`src/rtl/hazard_ctrl.sv`:
```
// rtl/hazard_ctrl.sv - 5-stage pipeline hazard sequencer: forwarding, load-use, memory-wait freeze, perf counters
module hazard_ctrl #(
    parameter int MAX_WAIT = 16,
    parameter int CNT_W    = 32
) (
    input  logic             clk,
    input  logic             rst,
    input  logic [4:0]       Rs1_D,
    input  logic [4:0]       Rs2_D,
    input  logic [4:0]       Rs1_E,
    input  logic [4:0]       Rs2_E,
    input  logic [4:0]       Rd_E,
    input  logic             MemRead_E,
    input  logic             BranchTaken_E,
    input  logic [4:0]       Rd_M,
    input  logic             RegWrite_M,
    input  logic [4:0]       Rd_W,
    input  logic             RegWrite_W,
    input  logic             MemReq_M,
    input  logic             MemReady,
    output logic             Stall_F,
    output logic             Stall_D,
    output logic             Stall_E,
    output logic             Stall_M,
    output logic             Flush_D,
    output logic             Flush_E,
    output logic [1:0]       ForwardA_E,
    output logic [1:0]       ForwardB_E,
    output logic             mem_timeout,
    output logic [CNT_W-1:0] stall_cnt,
    output logic [CNT_W-1:0] flush_cnt
);

    localparam int                WAIT_W   = $clog2(MAX_WAIT + 1);
    localparam logic [WAIT_W-1:0] WAIT_MAX = WAIT_W'(MAX_WAIT);

    typedef enum logic {RUN, MEM_WAIT} state_t;

    state_t            state_q, state_d;
    logic [WAIT_W-1:0] wait_cnt_q, wait_cnt_d;
    logic              mem_timeout_q, mem_timeout_d;
    logic [CNT_W-1:0]  stall_cnt_q, stall_cnt_d;
    logic [CNT_W-1:0]  flush_cnt_q, flush_cnt_d;

    logic mw;
    logic lu;
    logic branch_flush;

    // MEM beats WB so the youngest producer wins; x0 is hardwired zero.
    function automatic logic [1:0] fwd_sel(input logic [4:0] rs,
                                           input logic [4:0] rd_m, input logic wr_m,
                                           input logic [4:0] rd_w, input logic wr_w);
        if (wr_m && (rd_m != 5'd0) && (rd_m == rs)) return 2'b10;
        if (wr_w && (rd_w != 5'd0) && (rd_w == rs)) return 2'b01;
        return 2'b00;
    endfunction

    always_comb begin
        ForwardA_E = fwd_sel(Rs1_E, Rd_M, RegWrite_M, Rd_W, RegWrite_W);
        ForwardB_E = fwd_sel(Rs2_E, Rd_M, RegWrite_M, Rd_W, RegWrite_W);
        lu = MemRead_E && (Rd_E != 5'd0) && ((Rd_E == Rs1_D) || (Rd_E == Rs2_D));
    end

    always_ff @(posedge clk) begin
        if (rst) begin
            state_q       <= RUN;
            wait_cnt_q    <= '0;
            mem_timeout_q <= 1'b0;
            stall_cnt_q   <= '0;
            flush_cnt_q   <= '0;
        end else begin
            state_q       <= state_d;
            wait_cnt_q    <= wait_cnt_d;
            mem_timeout_q <= mem_timeout_d;
            stall_cnt_q   <= stall_cnt_d;
            flush_cnt_q   <= flush_cnt_d;
        end
    end

    always_comb begin
        state_d       = state_q;
        wait_cnt_d    = wait_cnt_q;
        mem_timeout_d = mem_timeout_q;
        mw            = 1'b0;
        unique case (state_q)
            RUN: begin
                mw = MemReq_M && !MemReady;
                if (mw) begin
                    state_d    = MEM_WAIT;
                    wait_cnt_d = WAIT_W'(1);
                end
            end
            MEM_WAIT: begin
                mw = !MemReady;
                if (MemReady) begin
                    state_d = RUN;
                end else if (wait_cnt_q != WAIT_MAX) begin
                    wait_cnt_d = wait_cnt_q + WAIT_W'(1);
                end
            end
            default: begin
                state_d = RUN;
            end
        endcase
        // The timeout only flags a slow memory; the wait itself continues.
        if (mw && (wait_cnt_d == WAIT_MAX)) mem_timeout_d = 1'b1;
    end

    always_comb begin
        Stall_F      = 1'b0;
        Stall_D      = 1'b0;
        Stall_E      = 1'b0;
        Stall_M      = 1'b0;
        Flush_D      = 1'b0;
        Flush_E      = 1'b0;
        branch_flush = 1'b0;
        if (rst) begin
            Flush_D = 1'b1;
            Flush_E = 1'b1;
        end else if (mw) begin
            // Freeze holds any pending branch in E; it redirects after release.
            Stall_F = 1'b1;
            Stall_D = 1'b1;
            Stall_E = 1'b1;
            Stall_M = 1'b1;
        end else if (BranchTaken_E) begin
            Flush_D      = 1'b1;
            Flush_E      = 1'b1;
            branch_flush = 1'b1;
        end else if (lu) begin
            Stall_F = 1'b1;
            Stall_D = 1'b1;
            Flush_E = 1'b1;
        end
    end

    always_comb begin
        stall_cnt_d = stall_cnt_q;
        flush_cnt_d = flush_cnt_q;
        if (Stall_F && (stall_cnt_q != '1)) stall_cnt_d = stall_cnt_q + CNT_W'(1);
        if (branch_flush && (flush_cnt_q != '1)) flush_cnt_d = flush_cnt_q + CNT_W'(1);
    end

    assign mem_timeout = mem_timeout_q;
    assign stall_cnt   = stall_cnt_q;
    assign flush_cnt   = flush_cnt_q;

endmodule

```
`config.mk`:
```
export PLATFORM = sky130hd
export DESIGN_NAME = hazard_ctrl
export DESIGN_NICKNAME = d
export VERILOG_FILES = /design/src/rtl/hazard_ctrl.sv
export SDC_FILE = /design/constraint.sdc
export NUM_CORES = 1
export LEC_CHECK = 0
export CORE_MARGIN = 2
export CORE_UTILIZATION = 40
export CTS_CLUSTER_DIAMETER = 80
export DETAILED_ROUTE_END_ITERATION = 8
export GPL_TIMING_DRIVEN = 0
export HOLD_SLACK_MARGIN = 0.05
export PLACE_DENSITY = 0.68
export SLEW_MARGIN = 20
export SYNTH_ARGS = -nofsm -noshare
export SYNTH_HDL_FRONTEND = slang
export SYNTH_SLANG_ARGS = --single-unit
```
`constraint.sdc`:
```
create_clock -name clk -period 2.5 [get_ports clk]
set_input_delay 0.25 -clock clk [delete_from_list [all_inputs] [get_ports clk]]
set_output_delay 0.25 -clock clk [all_outputs]
set_load 0.1 [all_outputs]
```
==> impl_metrics.toml <==
[placement]
post_dp_cell_area_sq_mm = 0.005323
hpwlAfterDp_um = 7402
io_buffers = 117
gp_congestion = 0.8146

[cts]
cts.htree.levels = 3
path_clk_slew_ns = 0.08
clock-sinks = 71
clock_path_buffers = 2
cts_buffers = 9
root_buffer = "clkbuf_8"
clkLatencyLatePin_ns = 0.35
hold_buffers = 0
cts_tree = "yes"

[critical_path]
cp.required_ns = 2.25
slowest_stage = "or4_1"
crit_type = "input pin to output pin"
crit_path_end_kind = "output pin"
cpMostUsedCell = "or4_1"
crit_start = "Rd_W[3]"
worst_setup_path_start_kind = "input pin"
critPathTopFamily = "simple AND/OR/NAND/NOR gates"
crit_chain = "clkdlybuf4s50_1, or4_1, o21ai_0, or4_1, nor4_4, buf_6"
critPathMaxStageDelay_ns = 0.60
cp.arrival_ns = 2.20
crit_fanout = 3
timing.rr.start = "stall_cnt[0]"
worst-path-buf-inv = 2

[die]
dieWidth_um = 102.4
rows = 35
dieHeight_um = 102.4
initial_utilization_pct = 41.49
core_area_sq_mm = 0.009328
ios = 118
dieArea_sq_mm = 0.01048

[routing]
wirelength_um = 9793
avgRoutedWirePerCell_um = 13.70
num_vias = 3570
first_iter_violations = 85
drc = 0
vias_per_cell = 4.993
ant_nets = 0
dr.pass1.iters = 4

[grt]
grt_pass1_vias = 3458
grt_overflow = 0
grt_pass1_wl_um = 16200
grtUsageTotal_pct = 19.22
grt_max_degree = 15
antenna_found_initial = 0

[timing]
fin_crit_ns = 2.450
finalHoldViolations = 0
setup_viol = 0
finClkSkew_ns = 0.008526
setup_tns_ns = 0
worst_pin_slew_ns = 0.9995
finalCritPeriodShare_pct = 97.99
maxSlewHeadroom_pct = 33.16
final_max_slew_viol_count = 0
rsz0062_at_grt = "true"
hold_ws_ns = 0.5178
fmax_ghz = 0.4082

[final_layout]
regArea_sq_mm = 0.001466
drive_above_1_share_pct = 17.06
fillerInstances = 839
area_delta_synth_final_pct = 44.04
final_util_pct = 59.76
multi_input_area_sq_mm = 0.002434
final_area_sq_mm = 0.005574
nNetsFinal = 628
antenna_cells_inserted = 0

[status]
status = "complete, no violations"

[pwr]
total_power_mw = 2.510
peakVddDrop_v = 0.0002560
power.leakage_nw = 1.991
power.density_mw_per_mm2 = 450.3

[synthesis]
yosys-top-cells-area = "dfxtp_1, xor2_1, nor2_1"
async_reset_ff_share_pct = 0
synth_fp_nets = 499
ys_ff_latch = 71
synth_compound_area_share_pct = 3.589
synthMuxAreaShare_pct = 1.067
yosys.area.top_type = "dfxtp_1"
synth_adder_area_share_pct = 1.293
synth_cells = 452
yosys.area.top_type_share_pct = 36.73
synth_xor_area_share_pct = 20.82
synth_edf_count = 0
synth.distinct_cells = 49
synthFlopType = "dfxtp_1"
synth_top_family_by_area = "simple AND/OR/NAND/NOR gates"
synthSimpleGateAreaFrac_pct = 33.98
ys_seq_area_share_pct = 36.73
syn_avg_cell_area_sq_um = 8.562
netlist_area_sq_mm = 0.003870
yosysWarningCount = 0

[worst_hold_path]
hp-start = "stall_cnt[7]"
hold_path.class = "flop to flop"

[run]
drv_cap = 0
## stage by stage
step / setup slack [ns] / instances
finish: 0.05037 / 715
global route: -0.02880 / 715
CTS: 0.01635 / 713
detailed placement: -0.8974 / 698
global placement: -0.9192 / 698
floorplan: 0.005451 / 452
## flip-flops by register name, summed over array words and instances (netlist names)
name,flops
stall_cnt,32
mem_timeout,1
wait_cnt_q,5
state_q,1
flush_cnt,32
## logic make-up after synthesis
family | Yosys count
AOI/OAI and AO/OA | 19
xor gates and xnor gates | 92
adders and majority gates | 4
buffers and inverters | 22
DFF | 71
muxes | 4
and+or+nand+nor | 240
## Yosys cell counts (6+ instances only)
cell      instances
nor2_1           86
dfxtp_1          71
xor2_1           65
nand3_1          40
xnor2_1          27
nand2_1          26
nand4_1          17
and3_1           16
clkbuf_1         12
and4_1           10
nor3_1            6
or4_1             6
## tightest hold or removal path, cell delays in order, from the launching register on
cell	delay (ns)
dfxtp_2	0.35
xor2_1	0.07
nor2_1	0.07
## power by group
group	internal [mW]	switching [mW]
combinational	0.137	0.201
sequential	1.14	0.0132
clock	0.563	0.458
total	1.84	0.672
## worst paths after layout
check | slack [ns] | end | cells past startpoint
max | 0.05 | ForwardA_E[0] | 6
min | 0.52 | stall_cnt[7] | 2
max reg2reg | 0.20 | stall_cnt[19] | 10
min reg2reg | 0.52 | stall_cnt[7] | 2
## final cells by class
class,count,area share (%)
Buffer,17,1.459
Inverter,4,0.2694
Tap cell,129,2.896
Sequential cell,71,26.31
Clock buffer,9,2.222
Timing Repair Buffer,119,21.46
Clock inverter,7,1.728
Multi-Input combinational cell,359,43.66
## per-layer routing
| layer | share of wire (%) | wire length (um) | vias to the layer above | global-route usage [%] |
|---|---|---|---|---|
| met5 | 0 | 0 | - | 0 |
| met4 | 1.4 | 138 | 0 | 5.333 |
| met3 | 4.5 | 439 | 14 | 3.625 |
| met2 | 47 | 4605 | 94 | 32.24 |
| met1 | 47 | 4609 | 1652 | 25.38 |
| li1 | - | - | 1810 | - |
## layout by cell type, fill, tap and decap left out, types with 2 or more instances in the layout
| cell type | netlist | final |
|---|---|---|
| o21ai_2 | 0 | 2 |
| buf_6 | 0 | 4 |
| dfxtp_1 | 71 | 35 |
| a21o_1 | 3 | 2 |
| nor3_1 | 6 | 6 |
| bufinv_16 | 0 | 2 |
| nand3b_1 | 4 | 4 |
| nand2_2 | 2 | 2 |
| nand2b_1 | 4 | 3 |
| or4_1 | 6 | 5 |
| mux2i_1 | 3 | 3 |
| clkinvlp_4 | 0 | 3 |
| ha_1 | 4 | 4 |
| and4_1 | 10 | 10 |
| a2bb2oi_1 | 2 | 2 |
| clkbuf_8 | 0 | 9 |
| nand4_1 | 17 | 17 |
| buf_2 | 3 | 3 |
| buf_4 | 3 | 5 |
| dlygate4sd2_1 | 0 | 2 |
| dfxtp_2 | 0 | 36 |
| inv_1 | 4 | 4 |
| clkdlybuf4s15_2 | 0 | 4 |
| clkbuf_1 | 12 | 9 |
| or2_4 | 2 | 2 |
| nand3_1 | 40 | 40 |
| nor3b_2 | 3 | 3 |
| nand2_1 | 26 | 26 |
| clkbuf_2 | 0 | 2 |
| a21oi_1 | 4 | 4 |
| clkdlybuf4s50_1 | 0 | 106 |
| nor2_1 | 86 | 85 |
| nor4_4 | 0 | 4 |
| xnor2_1 | 27 | 27 |
| nor4b_4 | 2 | 2 |
| and3_1 | 16 | 16 |
| xor2_1 | 65 | 65 |
## repair_timing
action / CTS / global route
buffers inserted: 0 / 2
setup endpoints to repair: 10 / 6
hold endpoints to repair: 0 / 0
gates cloned: 0 / 0
resized for setup: 42 / 8
Power figures use the tool's default switching activity.
